<file path="config.mk">
export PLATFORM = sky130hd
export DESIGN_NAME = jk_cmd_sequencer_flat
export DESIGN_NICKNAME = d
export VERILOG_FILES = /design/src/rtl/jk_cmd_if.sv /design/src/rtl/jk_cmd_sequencer.sv /design/src/flat_wrapper.sv
export SDC_FILE = /design/constraint.sdc
export NUM_CORES = 1
export LEC_CHECK = 0
export ABC_AREA = 1
export CAP_MARGIN = 20
export CELL_PAD_IN_SITES_DETAIL_PLACEMENT = 2
export CELL_PAD_IN_SITES_GLOBAL_PLACEMENT = 2
export CORE_MARGIN = 2
export CORE_UTILIZATION = 38
export CTS_CLUSTER_DIAMETER = 50
export DETAILED_ROUTE_END_ITERATION = 6
export PLACE_DENSITY_LB_ADDON = 0.1
export SYNTH_ARGS = -nofsm -noshare
export SYNTH_HDL_FRONTEND = slang
export SYNTH_SLANG_ARGS = --single-unit
</file>
<file path="constraint.sdc">
create_clock -name clk -period 3.24 [get_ports clk]
set_input_delay 0.486 -clock clk [delete_from_list [all_inputs] [get_ports clk]]
set_output_delay 0.486 -clock clk [all_outputs]
set_load 0.005 [all_outputs]
</file>
<file path="src/rtl/jk_cmd_if.sv">
// Command channel into jk_cmd_sequencer: {op, count} offered over valid/ready.
interface jk_cmd_if #(
    parameter int CNT_W = 4
);
    logic             cmd_valid;
    logic             cmd_ready;
    logic [1:0]       cmd_op;
    logic [CNT_W-1:0] cmd_cnt;

    modport master (output cmd_valid, output cmd_op, output cmd_cnt, input cmd_ready);
    modport slave  (input cmd_valid, input cmd_op, input cmd_cnt, output cmd_ready);
endinterface

</file>
<file path="src/rtl/jk_cmd_sequencer.sv">
// Upstream driver for a JK flip-flop. Commands {op, cnt} are buffered in a
// small FIFO; each one drives {j,k} = op for cnt+1 cycles, back to back when
// the FIFO holds more work, and returns j/k to HOLD (00) when it runs dry.
//
//   state    | meaning
//   ---------+---------------------------------------------------------
//   ST_IDLE  | no command active, j=k=0; pops the FIFO head if present
//   ST_DRIVE | j/k held at the active op while ctr counts down to zero
module jk_cmd_sequencer #(
    parameter  int DEPTH = 4,
    parameter  int CNT_W = 4,
    localparam int PTR_W = $clog2(DEPTH),
    localparam int LVL_W = $clog2(DEPTH) + 1
) (
    input  logic             clk,
    input  logic             rst,
    input  logic             abort,
    jk_cmd_if.slave          cmd,
    output logic             j,
    output logic             k,
    output logic             busy,
    output logic             done,
    output logic [LVL_W-1:0] level
);

    typedef enum logic {ST_IDLE, ST_DRIVE} state_t;

    state_t             state_q, state_d;
    logic [CNT_W-1:0]   ctr_q, ctr_d;
    logic               j_q, j_d;
    logic               k_q, k_d;
    logic               busy_q, busy_d;
    logic               rdy_en_q, rdy_en_d;
    logic [PTR_W-1:0]   wr_ptr_q, wr_ptr_d;
    logic [PTR_W-1:0]   rd_ptr_q, rd_ptr_d;
    logic [LVL_W-1:0]   level_q, level_d;
    logic [CNT_W+1:0]   mem_q [DEPTH];

    logic               full;
    logic               empty;
    logic               last;
    logic               push;
    logic               pop;
    logic [CNT_W+1:0]   head;

    // Handshake, pop decision and next-state for the FSM and FIFO pointers.
    always_comb begin
        full          = (level_q == LVL_W'(DEPTH));
        empty         = (level_q == '0);
        last          = (state_q == ST_DRIVE) && (ctr_q == '0);
        cmd.cmd_ready = rdy_en_q && !full && !abort;
        push          = cmd.cmd_valid && cmd.cmd_ready;
        pop           = !abort && !empty && ((state_q == ST_IDLE) || last);
        done          = last && !abort;
        head          = mem_q[rd_ptr_q];

        state_d  = state_q;
        ctr_d    = ctr_q;
        j_d      = j_q;
        k_d      = k_q;
        busy_d   = busy_q;
        rdy_en_d = 1'b1;
        wr_ptr_d = wr_ptr_q;
        rd_ptr_d = rd_ptr_q;
        level_d  = level_q;

        if (abort) begin
            // Flush everything; the active command is dropped without a done.
            state_d  = ST_IDLE;
            ctr_d    = '0;
            j_d      = 1'b0;
            k_d      = 1'b0;
            busy_d   = 1'b0;
            rd_ptr_d = wr_ptr_q;
            level_d  = '0;
        end else begin
            if (pop) begin
                // Load the head directly so consecutive commands have no bubble.
                state_d  = ST_DRIVE;
                {j_d, k_d} = head[CNT_W+1:CNT_W];
                ctr_d    = head[CNT_W-1:0];
                busy_d   = 1'b1;
                rd_ptr_d = rd_ptr_q + PTR_W'(1);
            end else if (last) begin
                state_d  = ST_IDLE;
                j_d      = 1'b0;
                k_d      = 1'b0;
                busy_d   = 1'b0;
            end else if (state_q == ST_DRIVE) begin
                ctr_d    = ctr_q - CNT_W'(1);
            end

            if (push) begin
                wr_ptr_d = wr_ptr_q + PTR_W'(1);
            end

            case ({push, pop})
                2'b10:   level_d = level_q + LVL_W'(1);
                2'b01:   level_d = level_q - LVL_W'(1);
                default: level_d = level_q;
            endcase
        end
    end

    // Control state, outputs and FIFO bookkeeping; cleared asynchronously.
    always_ff @(posedge clk or negedge rst) begin
        if (!rst) begin
            state_q  <= ST_IDLE;
            ctr_q    <= '0;
            j_q      <= 1'b0;
            k_q      <= 1'b0;
            busy_q   <= 1'b0;
            rdy_en_q <= 1'b0;
            wr_ptr_q <= '0;
            rd_ptr_q <= '0;
            level_q  <= '0;
        end else begin
            state_q  <= state_d;
            ctr_q    <= ctr_d;
            j_q      <= j_d;
            k_q      <= k_d;
            busy_q   <= busy_d;
            rdy_en_q <= rdy_en_d;
            wr_ptr_q <= wr_ptr_d;
            rd_ptr_q <= rd_ptr_d;
            level_q  <= level_d;
        end
    end

    // FIFO storage; contents are don't-care while the level says empty.
    always_ff @(posedge clk) begin
        if (push) begin
            mem_q[wr_ptr_q] <= {cmd.cmd_op, cmd.cmd_cnt};
        end
    end

    assign j     = j_q;
    assign k     = k_q;
    assign busy  = busy_q;
    assign level = level_q;

endmodule
</file>
<file path="src/flat_wrapper.sv">
// flat-port wrapper written by rule: the top's interface ports become plain ports
module jk_cmd_sequencer_flat 
#(
    parameter  int DEPTH = 4,
    parameter  int CNT_W = 4,
    localparam int PTR_W = $clog2(DEPTH),
    localparam int LVL_W = $clog2(DEPTH) + 1
)
  (clk, rst, abort, j, k, busy, done, level, cmd_cmd_valid, cmd_cmd_op, cmd_cmd_cnt, cmd_cmd_ready);
  jk_cmd_if #(.CNT_W(CNT_W)) cmd_i ();
  input  logic clk;
  input  logic rst;
  input  logic abort;
  output logic j;
  output logic k;
  output logic busy;
  output logic done;
  output logic [LVL_W-1:0] level;
  input wire logic [$bits(cmd_i.cmd_valid)-1:0] cmd_cmd_valid;
  input wire logic [$bits(cmd_i.cmd_op)-1:0] cmd_cmd_op;
  input wire logic [$bits(cmd_i.cmd_cnt)-1:0] cmd_cmd_cnt;
  output wire logic [$bits(cmd_i.cmd_ready)-1:0] cmd_cmd_ready;
  assign cmd_i.cmd_valid = cmd_cmd_valid;
  assign cmd_i.cmd_op = cmd_cmd_op;
  assign cmd_i.cmd_cnt = cmd_cmd_cnt;
  assign cmd_cmd_ready = cmd_i.cmd_ready;
  jk_cmd_sequencer #(.DEPTH(DEPTH), .CNT_W(CNT_W)) u_core (.clk(clk), .rst(rst), .abort(abort), .cmd(cmd_i), .j(j), .k(k), .busy(busy), .done(done), .level(level));
endmodule
</file>
==> flow_summary.toml, run 1 <==
[placed_design]
place.gp.congestion = 0.7548
numPortBuffers = 17
hpwl_um = 3649

[synth]
ys_seq_area_frac = 0.5860
ys_ff_latch = 39
synth_area_um2 = 1871
ys_warn_count = 0
syn_nets = 206
syn_avg_cell_area_um2 = 9.845
synth_cells = 190
synthDistinctLibCells = 27

[route]
drcViolationCount = 0
top_layer = "met4"
wl_met1_um = 2079
dr.pass1.iters = 4
via_per_inst = 5.004
drt_iter0_markers = 44
wl_met2_um = 2570
wl_per_cell_um = 17.23
ant_nets = 0
dr_wl_met3_um = 96
route.vias.total = 1401
routed_wl_um = 4825

[final_layout]
nets = 228
num-fill-cells = 500
antennaDiodeCount = 0
drive_above_1_share = 0.08920
area_delta_synth_final_pct = 17.79
fin_util = 0.4665

[global_route]
grt.overflow.total = 0
grt.total_usage = 0.2018
antenna_found_initial = 0
grt_pass1_vias = 1585
grt_first_pass_wirelength_um = 8031
grt_max_degree = 16

[worst_setup_path]
crit_chain = "clkdlybuf4s50_1 -> nor2_1 -> nand2_1 -> inv_1 -> clkdlybuf4s50_1"
cp_data_required_time_ns = 2.75
arrival_ns = 1.98
cp_max_fo = 6
crit_type = "input port to output port"
cpLargestDelayFamily = "buffers and inverters"
endpoint_kind = "output port"
cp_slowest_cell = "clkdlybuf4s50_1"
crit_path_frequent_cell = "clkdlybuf4s50_1"
max_stage_delay_ns = 0.56
cp_num_buf_inv = 3
worst_setup_path_start_kind = "input port"

[timing]
slew_violations = 0
fmax_ghz = 0.4047
whs_ns = 0.4865
post-route-period-util = 0.7626
rsz0062_at_grt = "no"
worst_pin_slew_ns = 0.7820
setup_tns_ns = 0
clock-skew-final_ns = 0.003743
slew_headroom = 0.4770
min_period_ns = 2.471
hold_viol = 0
setup_viol = 0

[floorplan]
die_w_um = 74.16
die_area_um2 = 5500
fp.dieH_um = 74.16
initial_core_util = 0.3960
pin_count = 18
core-area_um2 = 4723
rows = 25

[pwr]
leakagePower_uw = 0.0009597
pwr_density_cell_nw_per_um2 = 843.6
ir_worst_vdd_mv = 0.3410
power_uw = 1859

[clocking]
clock_sinks = 39
cts_buffer_depth = 2
cts_made_buffers = 5
path_clk_slew_ns = 0.08
tritoncts = "built"
clk_latency_ns = 0.29
cts_resized = 0
htreeDepth = 2
cts_hold_buf = 0
post-cts-setup-buffer-count = 0
cts_root_buf = "clkbuf_8"

[flow_run]
drv_cap = 0

[status]
outcome = "finished clean"

[worst_hold_path]
min_path_type = "flop to flop"
==> routing by layer <==
| layer | track usage | vias up |
|---|---|---|
| met5 | 0 | - |
| met4 | 0.07273 | 0 |
| met3 | 0.04065 | 7 |
| met2 | 0.3502 | 16 |
| met1 | 0.2500 | 716 |
| li1 | - | 662 |
==> cell usage in the layout (no fill, tap or decap), drive strengths merged <==
cell,Yosys,routed
clkbuf,0,5
o21ai,10,10
xor2,2,2
inv,23,23
edfxtp,24,24
ha,5,5
fa,1,1
xnor2,1,1
nor2,23,23
clkinvlp,0,1
a21oi,2,2
o211ai,1,1
nand2,56,56
clkinv,2,4
nor3,1,1
clkdlybuf4s50,0,17
nand3,13,13
o22ai,3,3
nand4,4,4
nand3b,1,1
dfrtp,15,15
conb,1,1
==> area by class of cell <==
type	instances	area, um^2	share of cell area
Clock inverter	3	20.02	0.009086
Clock buffer	5	68.82	0.03123
Sequential cell	39	1096	0.4974
Inverter	25	100.1	0.04543
Timing Repair Buffer	17	170.2	0.07723
Tap cell	67	83.83	0.03805
Multi-Input combinational cell	124	664.4	0.3015
==> state kept, by name, summed over array words and instances (netlist names) <==
| name | cells |
|---|---|
| u_core.mem_q | 24 |
| u_core.ctr_q | 4 |
| u_core.level | 3 |
| u_core.rd_ptr_q | 2 |
| u_core.wr_ptr_q | 2 |
| u_core.j | 1 |
| u_core.k | 1 |
| u_core.rdy_en_q | 1 |
| u_core.state_q | 1 |
==> logic make-up (layout without fill, tap and decap cells) <==
family / Yosys count / in the layout / share of synthesized area
and+or+nand+nor: 98 / 98 / 0.2428
DFF: 39 / 39 / 0.5860
other: 1 / 1 / 0.002005
adders and majority gates: 6 / 6 / 0.04415
AOI/OAI and AO/OA: 16 / 16 / 0.05218
xor gates and xnor gates: 3 / 3 / 0.01405
buffers and inverters: 27 / 50 / 0.05886
==> tightest hold or removal path: stages (launching register included) <==
cell,delay [ns]
dfrtp_1,0.35
nand2_1,0.05
nand2_1,0.05
==> report_power, final <==
part | internal, uW | leakage (uW) | total (uW) | switching [uW]
clock | 150 | 0.0000418 | 331 | 181
sequential | 624 | 0.000408 | 759 | 135
combinational | 299 | 0.000510 | 769 | 470
==> Yosys cell counts (all sizes together) <==
| cell | instances | share of area |
|---|---|---|
| edfxtp | 24 | 0.39 |
| nand2 | 56 | 0.12 |
| o22ai | 3 | 0.010 |
| xnor2 | 1 | 0.0047 |
| fa | 1 | 0.011 |
| o21ai | 10 | 0.027 |
| buf | 2 | 0.0054 |
| ha | 5 | 0.033 |
| o211ai | 1 | 0.0040 |
| nand3b | 1 | 0.0040 |
| inv | 23 | 0.046 |
| nand4 | 4 | 0.013 |
| nor3 | 1 | 0.0027 |
| a21oi | 2 | 0.011 |
| clkinv | 2 | 0.0074 |
| dfrtp | 15 | 0.20 |
| conb | 1 | 0.0020 |
| nand3 | 13 | 0.048 |
| xor2 | 2 | 0.0094 |
| nor2 | 23 | 0.050 |
==> metrics by stage <==
stage	worst slack [ns]	instance area (um^2)	std cells
floorplan	1.348	1871	190
global placement	0.6773	2115	272
detailed placement	0.5367	2115	272
CTS	0.7618	2203	280
global route	0.6387	2203	280
finish	0.7691	2203	280
==> worst paths after layout <==
check | from | end | slack (ns) | cells after the start
hold / removal | u_core.ctr_q[0] | u_core.ctr_q[0] | 0.49 | 2
min in group asynchronous | rst | u_core.ctr_q[1] | 0.64 | 1
hold reg to reg | u_core.ctr_q[0] | u_core.ctr_q[0] | 0.49 | 2
setup / recovery | abort | cmd_cmd_ready | 0.77 | 5
max in group asynchronous | rst | u_core.rdy_en_q | 2.11 | 1
setup reg to reg | u_core.ctr_q[0] | u_core.level[2] | 1.16 | 13
Power figures use the tool's default switching activity.
==> run 2: changes to the inputs <==
Settings changed: CORE_UTILIZATION 38 to 36.
Clock period 3.24 ns to 2.4 ns, I/O delays scaled along.
==> run 2 against run 1 <==
Sequential power is 30% higher; flip-flop and latch count unchanged; largest power group unchanged; setup slack worse by 0.64 ns.
==> flow_summary.toml, run 2 (same netlist as run 1, synthesis figures left out) <==
[status]
outcome = "finished clean"

[worst_setup_path]
worst_setup_path_start_kind = "flop"
r2r_slack_ns = 0.32
arrival_ns = 1.91
critPathLaunch = "u_core.ctr_q[0]"
endpoint = "done"
crit_chain = "inv_1 -> ha_2 -> inv_1 -> nor2_1 -> nand3_1 -> nor2_1 -> clkdlybuf4s50_1"
r2r_start = "u_core.ctr_q[0]"
cp_slowest_cell = "clkdlybuf4s50_1"
cp_data_required_time_ns = 2.04
endpoint_kind = "output port"
crit_type = "flop to output port"
cp_max_fo = 3
max_stage_delay_ns = 0.51
reg2reg_depth = 13
r2r_end = "u_core.level[2]"

[pwr]
clkPwrFrac = 0.172
ir_worst_vdd_mv = 0.4420
p_int_uw = 1471
seqPwrFrac = 0.388
combPwrFrac = 0.440
power_uw = 2534
p_sw_uw = 1063
leakagePower_uw = 0.0009975
swShare = 0.4196
pwr_density_cell_nw_per_um2 = 1121

[clocking]
path_clk_slew_ns = 0.08
post-cts-setup-buffer-count = 0
cts_buffer_depth = 2
clock_sinks = 39
tritoncts = "built"
cts_root_buf = "clkbuf_8"
htreeDepth = 2
cts_hold_buf = 0
cts_made_buffers = 5
clk_latency_ns = 0.29

[timing]
slew_headroom = 0.4954
worst_pin_slew_ns = 0.7546
slew_violations = 0
setup_viol = 0
whs_ns = 0.4941
setup_tns_ns = 0
clock-skew-final_ns = 0.004897
rsz0062_at_grt = "no"
min_period_ns = 2.269
hold_viol = 0
post-route-period-util = 0.9454
fmax_ghz = 0.4408

[final_layout]
antennaDiodeCount = 0
mostFrequentLayoutCells = "51 x nand2_1, 24 x edfxtp_1, 22 x inv_1, 22 x nor2_1, 17 x clkdlybuf4s50_1"
nets = 235
largest_reg_flops = 24
fin_util = 0.4453
regMostFlops = "u_core.mem_q"
area_delta_synth_final_pct = 20.80
num-fill-cells = 571
fin_area_um2 = 2260
final_common_cell = "nand2_1"
drive_above_1_share = 0.1227

[global_route]
grt_max_degree = 16
grt_first_pass_wirelength_um = 8162
grt.total_usage = 0.1863
grt_pass1_vias = 1603
grt.overflow.total = 0
antenna_found_initial = 0

[floorplan]
fp.dieH_um = 76.08
initial_core_util = 0.3686
pin_count = 18
die_area_um2 = 5788
die_w_um = 76.08
rows = 26
core-area_um2 = 5075

[placed_design]
place.gp.congestion = 0.7766
numPortBuffers = 17
hpwl_um = 3542
post_dp_cell_area_um2 = 2171

[route]
dr.pass1.iters = 4
wl_met1_um = 2027
routed_wl_um = 4961
route.vias.total = 1414
top_layer = "met4"
via_per_inst = 4.876
wl_per_cell_um = 17.11
drcViolationCount = 0
dr_wl_met3_um = 84
drt_iter0_markers = 38
wl_met2_um = 2777
ant_nets = 0

[worst_hold_path]
min_path_type = "flop to flop"
hold_depth = 2

[flow_run]
drv_cap = 0
-- run 2: cell types whose count changed in the layout (fill, tap and decap cells not counted), sizes merged --
cell,change
clkbuf,+1
clkinvlp,-1
buf,+7
-- run 2: power groups by stage --
stage	combinational, uW	clock (uW)	sequential [uW]
final	1110	436	984
after global routing	1270	480	1000
after CTS	1150	452	986
after detailed placement	1110	0	999
after global placement	1030	0	985
after floorplan	717	0	964
-- run 2: timing repair --
action,in CTS,in global routing
endpoints found under the hold margin,0,0
endpoints found under the setup margin,0,1
gates resized for setup,0,1
-- run 2: worst min path at each step --
stage | from | endpoint | slack, ns
5_1_grt | u_core.ctr_q[0] | u_core.ctr_q[0] | 0.53
2_1_floorplan | rst | u_core.ctr_q[0] | 0.06
6_report | u_core.ctr_q[0] | u_core.ctr_q[0] | 0.49
4_1_cts | u_core.ctr_q[0] | u_core.ctr_q[0] | 0.50
3_3_place_gp | u_core.ctr_q[0] | u_core.ctr_q[0] | 0.46
3_5_place_dp | u_core.ctr_q[0] | u_core.ctr_q[0] | 0.48
-- run 2: final cells by class --
type	count	area [um^2]	area share
inverters	25	100.1	0.04430
clock inverters	2	13.76	0.006091
multi-input cells	124	666.9	0.2951
clock buffers	6	72.57	0.03212
flip-flops and latches	39	1096	0.4850
well taps	70	87.58	0.03876
repair buffers	24	222.7	0.09856
-- run 2: worst max-delay path, delay by kind of cell (launching register included) --
family / cells / cell delay (ns)
DFF: 1 / 0.39
adders and majority gates: 1 / 0.21
buffers and inverters: 3 / 0.67
and+or+nand+nor: 3 / 0.36
-- run 2: metrics by stage --
step                setup WS, ns  std cells
finish                    0.1312        290
global route            0.006939        290
CTS                      0.08660        290
detailed placement       0.02819        282
global placement          0.2158        282
floorplan                 0.5449        190
-- run 2: layer usage --
| layer | vias up | track usage |
|---|---|---|
| li1 | 672 | - |
| met1 | 722 | 0.2071 |
| met4 | 0 | 0.06000 |
| met5 | - | 0 |
| met3 | 6 | 0.03318 |
| met2 | 14 | 0.3580 |
